<file path="config.mk">
export PLATFORM = sky130hd
export DESIGN_NAME = serial_subtractor_flat
export DESIGN_NICKNAME = d
export VERILOG_FILES = /design/src/rtl/serial_subtractor_if.sv /design/src/rtl/serial_subtractor.sv /design/src/flat_wrapper.sv
export SDC_FILE = /design/constraint.sdc
export NUM_CORES = 1
export LEC_CHECK = 0
export CORE_MARGIN = 3
export CORE_UTILIZATION = 50
export CTS_BUF_LIST = sky130_fd_sc_hd__clkbuf_2
export DETAILED_ROUTE_END_ITERATION = 16
export DONT_BUFFER_PORTS = 1
export GPL_ROUTABILITY_DRIVEN = 0
export PLACE_DENSITY = 0.75
export SLEW_MARGIN = 40
export SYNTH_ARGS = -nofsm -noshare
export SYNTH_HDL_FRONTEND = slang
export SYNTH_SLANG_ARGS = --single-unit
</file>
<file path="constraint.sdc">
create_clock -name clk -period 1.8 [get_ports clk]
set_clock_uncertainty 0.2 [all_clocks]
set_input_delay 0.54 -clock clk [delete_from_list [all_inputs] [get_ports clk]]
set_output_delay 0.54 -clock clk [all_outputs]
set_load 0.01 [all_outputs]
</file>
<file path="src/rtl/serial_subtractor_if.sv">
// Handshake and operand/result bundle for the bit-serial subtractor.
// The master (sequencing controller) drives start/a/b; the slave (subtractor)
// returns busy/done and the held result.
interface serial_subtractor_if #(
  parameter int WIDTH = 8
);
  logic             start;
  logic [WIDTH-1:0] a;
  logic [WIDTH-1:0] b;
  logic             busy;
  logic             done;
  logic [WIDTH-1:0] diff;
  logic             bout;

  modport master (
    output start, a, b,
    input  busy, done, diff, bout
  );

  modport slave (
    input  start, a, b,
    output busy, done, diff, bout
  );
endinterface

</file>
<file path="src/rtl/serial_subtractor.sv">
// Bit-serial subtractor: diff = a - b (mod 2^WIDTH) plus unsigned borrow-out,
// processed LSB first through a single full-subtractor cell, one bit per clock.
// IDLE accepts start and latches the operands, SHIFT runs WIDTH bit steps,
// DONE presents a one-cycle done pulse before returning to IDLE.
module serial_subtractor #(
  parameter int WIDTH = 8
) (
  input  logic                clk,
  input  logic                rst_n,
  serial_subtractor_if.slave  bus
);

  localparam int CNT_W = $clog2(WIDTH + 1);
  localparam logic [CNT_W-1:0] LAST_BIT = CNT_W'(WIDTH - 1);

  typedef enum logic [1:0] {
    IDLE  = 2'd0,
    SHIFT = 2'd1,
    DONE  = 2'd2
  } state_t;

  state_t           state_q, state_d;
  logic [WIDTH-1:0] a_sh_q, a_sh_d;
  logic [WIDTH-1:0] b_sh_q, b_sh_d;
  logic [WIDTH-1:0] res_sh_q, res_sh_d;
  logic [WIDTH-1:0] diff_q, diff_d;
  logic             borrow_q, borrow_d;
  logic             bout_q, bout_d;
  logic [CNT_W-1:0] cnt_q, cnt_d;

  logic             bit_x;
  logic             bit_y;
  logic             bit_d;
  logic             bit_br;

  // Single full-subtractor cell working on the current LSBs and stored borrow
  always_comb begin
    bit_x  = a_sh_q[0];
    bit_y  = b_sh_q[0];
    bit_d  = bit_x ^ bit_y ^ borrow_q;
    bit_br = (~bit_x & bit_y) | (~bit_x & borrow_q) | (bit_y & borrow_q);
  end

  // Next-state and datapath updates; everything holds unless the state acts
  always_comb begin
    state_d  = state_q;
    a_sh_d   = a_sh_q;
    b_sh_d   = b_sh_q;
    res_sh_d = res_sh_q;
    diff_d   = diff_q;
    borrow_d = borrow_q;
    bout_d   = bout_q;
    cnt_d    = cnt_q;

    case (state_q)
      IDLE: begin
        // Operands are only captured here, so later changes on a/b are harmless
        if (bus.start) begin
          a_sh_d   = bus.a;
          b_sh_d   = bus.b;
          borrow_d = 1'b0;
          cnt_d    = '0;
          state_d  = SHIFT;
        end
      end

      SHIFT: begin
        a_sh_d   = a_sh_q >> 1;
        b_sh_d   = b_sh_q >> 1;
        res_sh_d = {bit_d, res_sh_q[WIDTH-1:1]};
        borrow_d = bit_br;
        cnt_d    = cnt_q + 1'b1;
        // On the last bit the freshly completed result goes straight to the
        // output registers so diff/bout are valid together with done
        if (cnt_q == LAST_BIT) begin
          diff_d  = {bit_d, res_sh_q[WIDTH-1:1]};
          bout_d  = bit_br;
          state_d = DONE;
        end
      end

      DONE: begin
        // start is deliberately ignored here; a new request needs IDLE
        state_d = IDLE;
      end

      default: begin
        state_d = IDLE;
      end
    endcase
  end

  // State and datapath registers with synchronous active-low clear
  always_ff @(posedge clk) begin
    if (!rst_n) begin
      state_q  <= IDLE;
      a_sh_q   <= '0;
      b_sh_q   <= '0;
      res_sh_q <= '0;
      diff_q   <= '0;
      borrow_q <= 1'b0;
      bout_q   <= 1'b0;
      cnt_q    <= '0;
    end else begin
      state_q  <= state_d;
      a_sh_q   <= a_sh_d;
      b_sh_q   <= b_sh_d;
      res_sh_q <= res_sh_d;
      diff_q   <= diff_d;
      borrow_q <= borrow_d;
      bout_q   <= bout_d;
      cnt_q    <= cnt_d;
    end
  end

  assign bus.busy = (state_q == SHIFT);
  assign bus.done = (state_q == DONE);
  assign bus.diff = diff_q;
  assign bus.bout = bout_q;

endmodule

</file>
<file path="src/flat_wrapper.sv">
// flat-port wrapper written by rule: the top's interface ports become plain ports
module serial_subtractor_flat 
#(
  parameter int WIDTH = 8
)
  (clk, rst_n, bus_start, bus_a, bus_b, bus_busy, bus_done, bus_diff, bus_bout);
  serial_subtractor_if #(.WIDTH(WIDTH)) bus_i ();
  input  logic clk;
  input  logic rst_n;
  input wire logic [$bits(bus_i.start)-1:0] bus_start;
  input wire logic [$bits(bus_i.a)-1:0] bus_a;
  input wire logic [$bits(bus_i.b)-1:0] bus_b;
  output wire logic [$bits(bus_i.busy)-1:0] bus_busy;
  output wire logic [$bits(bus_i.done)-1:0] bus_done;
  output wire logic [$bits(bus_i.diff)-1:0] bus_diff;
  output wire logic [$bits(bus_i.bout)-1:0] bus_bout;
  assign bus_i.start = bus_start;
  assign bus_i.a = bus_a;
  assign bus_i.b = bus_b;
  assign bus_busy = bus_i.busy;
  assign bus_done = bus_i.done;
  assign bus_diff = bus_i.diff;
  assign bus_bout = bus_i.bout;
  serial_subtractor #(.WIDTH(WIDTH)) u_core (.clk(clk), .rst_n(rst_n), .bus(bus_i));
endmodule
</file>
==> results.cfg <==
[die]
rows = 20
die_h_um = 64.83
core_area_um2 = 3178
die-area_um2 = 4203
io_pins = 30
initial_core_util = 0.5445
die_width_um = 64.83

[clock_tree]
cts_buffer_depth = 2
cts-buffers-inserted = 5
cts_tree = done
clkSinkCount = 39
root_buffer = clkbuf_2
h-tree-depth = 2
clock_latency_ns = 0.39
path_clk_slew_ns = 0.18

[logic_synthesis]
synth.avg_cell_area_um2 = 8.920
synth_cell_types = 33
syn_inst = 194
syn_nets = 215
ys_seq_area_frac = 0.4512
syn_area_um2 = 1730
ys_ff_latch = 39
synth_warnings = 0

[timing]
drv_slew = 0
max_clock_freq_ghz = 0.5712
finalSetupTns_ns = 0
setup-violations-final = 0
min_period_ns = 1.751
rsz0062_at_grt = true
timing.final.crit_share = 0.9725
worst_pin_slew_ns = 0.4274
slew_headroom = 0.7144
hold_viol_final = 0

[route]
via_count = 1449
via_per_inst = 6.038
firstDrtPassIters = 4
drt_iter0_markers = 71
route.detailed.drc = 0
antenna_left = 0
routedWlPerCell_um = 15.19
wl_um = 3646

[place]
numPortBuffers = 0
dp_hpwl_um = 2476
placed_cells = 229
place_area_um2 = 1759

[worst_setup_path]
worstPathRequired_ns = 1.06
timing.critical_path.fanout_max = 8
timing.rr.start = u_core.cnt_q[0]
reg2reg_slack_ns = 0.16
rr_endpoint = u_core.bus.diff[3]
crit_path_start_kind = flip-flop
reg2reg_depth = 5
worst_ep_arrival_time_ns = 1.01
crit_type = reg -> out
crit_path_end_kind = output pin

[power]
power.leakage_uw = 0.0006562
ir_worst_vdd_mv = 0.4111
powerDensity_nw_per_um2 = 788.0

[grt]
antenna_found_initial = 0
gr-total-overflow = 0
grt_max_degree = 35
grt_first_pass_wirelength_um = 6051
grt_pass1_vias = 1315
track_usage = 0.1856

[job]
drv_cap = 0

[cells_and_area]
final_area_um2 = 1849
finalNetCount = 216
fin_cells = 240
syn2layout_area_growth_pct = 6.869
drive_gt1_frac = 0.1378
n_antenna_cell = 0

[min_path]
whs_endpoint = u_core.b_sh_q[5]
hold_class = in -> reg
hold_depth = 2
min-delay-start = rst_n

[run_status]
status = complete, no violations
## repair_timing
| item | in CTS | in global routing |
|---|---|---|
| hold buffers | 0 | 0 |
| pin swaps | 1 | 1 |
| gates cloned | 1 | 0 |
| resized for setup | 9 | 2 |
| setup buffers | 1 | 1 |
| setup endpoints to repair | 2 | 2 |
## Yosys cell counts
master,n,area (µm²)
a21oi_1,22,110.1
ha_1,1,12.51
a31oi_1,1,6.260
fa_1,1,20.02
a22o_1,2,17.52
dfxtp_1,39,780.8
o221ai_1,14,122.6
a22oi_1,2,15.01
nor2b_1,2,12.51
a211oi_1,2,15.01
a32o_1,2,20.02
buf_2,6,30.03
o21ai_1,2,10.01
nor2_1,6,22.52
o21ai_0,13,65.06
or3_1,1,6.260
inv_2,1,3.750
and2_1,1,6.260
clkbuf_1,8,30.03
or3b_2,2,17.52
o21bai_1,1,7.510
and3b_1,1,8.760
inv_1,5,18.77
nand3_1,2,10.01
a211oi_2,1,12.51
mux2i_1,9,90.09
nand2_1,30,112.6
buf_4,1,7.510
nor3b_1,1,7.510
or3b_1,12,105.1
buf_6,1,11.26
and3_1,1,6.260
nand2b_2,1,8.760
## power breakdown
group          total (µW)  internal [µW]  switching (µW)
Combinational         143           65.8            77.1
Sequential            935            904            31.4
Clock                 379           99.1             280
Total                1460           1070             389
## cells in the final DEF, fill, tap and decap left out, drive strengths merged, types with 2 or more instances in the layout
master / netlist / final
or3b: 14 / 14
o21ai: 15 / 15
a32o: 2 / 2
nor2: 6 / 6
a21oi: 22 / 22
buf: 8 / 9
mux2i: 9 / 9
a22o: 2 / 2
a211oi: 3 / 3
a22oi: 2 / 2
nand3: 2 / 2
dfxtp: 39 / 39
o221ai: 14 / 14
inv: 6 / 7
nor2b: 2 / 2
nand2: 30 / 30
clkbuf: 8 / 6
## critical path, cell delays in order, from the launching register on
cell	delay [ns]
dfxtp_2	0.37
nand2b_4	0.17
inv_8	0.09
## per-layer routing
layer | up-vias | part of all wire | GRT usage
met2 | 39 | 0.51 | 0.2950
met4 | 0 | 0.018 | 0.08443
met1 | 695 | 0.43 | 0.2283
met5 | - | 0 | 0
met3 | 9 | 0.046 | 0.05893
li1 | 706 | - | -
## state kept, by name (all words and copies together), names as in the netlist
signal           cells
u_core.a_sh_q        8
u_core.bus.diff      8
u_core.cnt_q         4
u_core.state_q       2
u_core.bus.bout      1
u_core.b_sh_q        8
u_core.res_sh_q      7
u_core.borrow_q      1
## cells by family after synthesis
logic type	synth area share
muxes	0.05206
AOI/OAI and AO/OA	0.2321
adders and majority gates	0.01880
buffers and inverters	0.05857
DFF	0.4512
and+or+nand+nor	0.1873
## metrics by stage
| stage | hold slack (ns) | setup WS (ns) | total power (µW) | util |
|---|---|---|---|---|
| 6_report | 0.07836 | 0.04944 | 1457 | 0.5819 |
| 3_5_place_dp | 0.2520 | 0.1872 | 1085 | 0.5535 |
| 3_3_place_gp | 0.2479 | 0.2753 | 1078 | 0.5535 |
| 4_1_cts | 0.04450 | 0.01449 | 1468 | 0.5780 |
| 2_1_floorplan | 0.2366 | 0.1742 | 1068 | - |
| 5_1_grt | 0.02676 | -0.01839 | 1537 | 0.5819 |
## how the worst max path moves through the flow
| stage | startpoint | end | slack [ns] | cells after the start |
|---|---|---|---|---|
| after floorplan | u_core.state_q[1] | bus_done | 0.17 | 4 |
| after global placement | u_core.cnt_q[0] | u_core.bus.diff[7] | 0.28 | 5 |
| after detailed placement | u_core.cnt_q[0] | u_core.bus.diff[3] | 0.19 | 5 |
| after CTS | u_core.state_q[1] | bus_busy | 0.01 | 2 |
| after global routing | u_core.state_q[1] | bus_busy | -0.02 | 2 |
| final | u_core.state_q[1] | bus_busy | 0.05 | 2 |
## final cells by class
type,instances,area [µm²]
Clock buffer,6,30.03
Clock inverter,2,12.51
Fill cell,299,1329
Inverter,6,32.53
Multi-Input combinational cell,133,860.8
Sequential cell,39,783.3
Tap cell,44,55.05
Timing Repair Buffer,9,71.32
Timing Repair inverter,1,3.754
(Power assumes the default switching activity.)
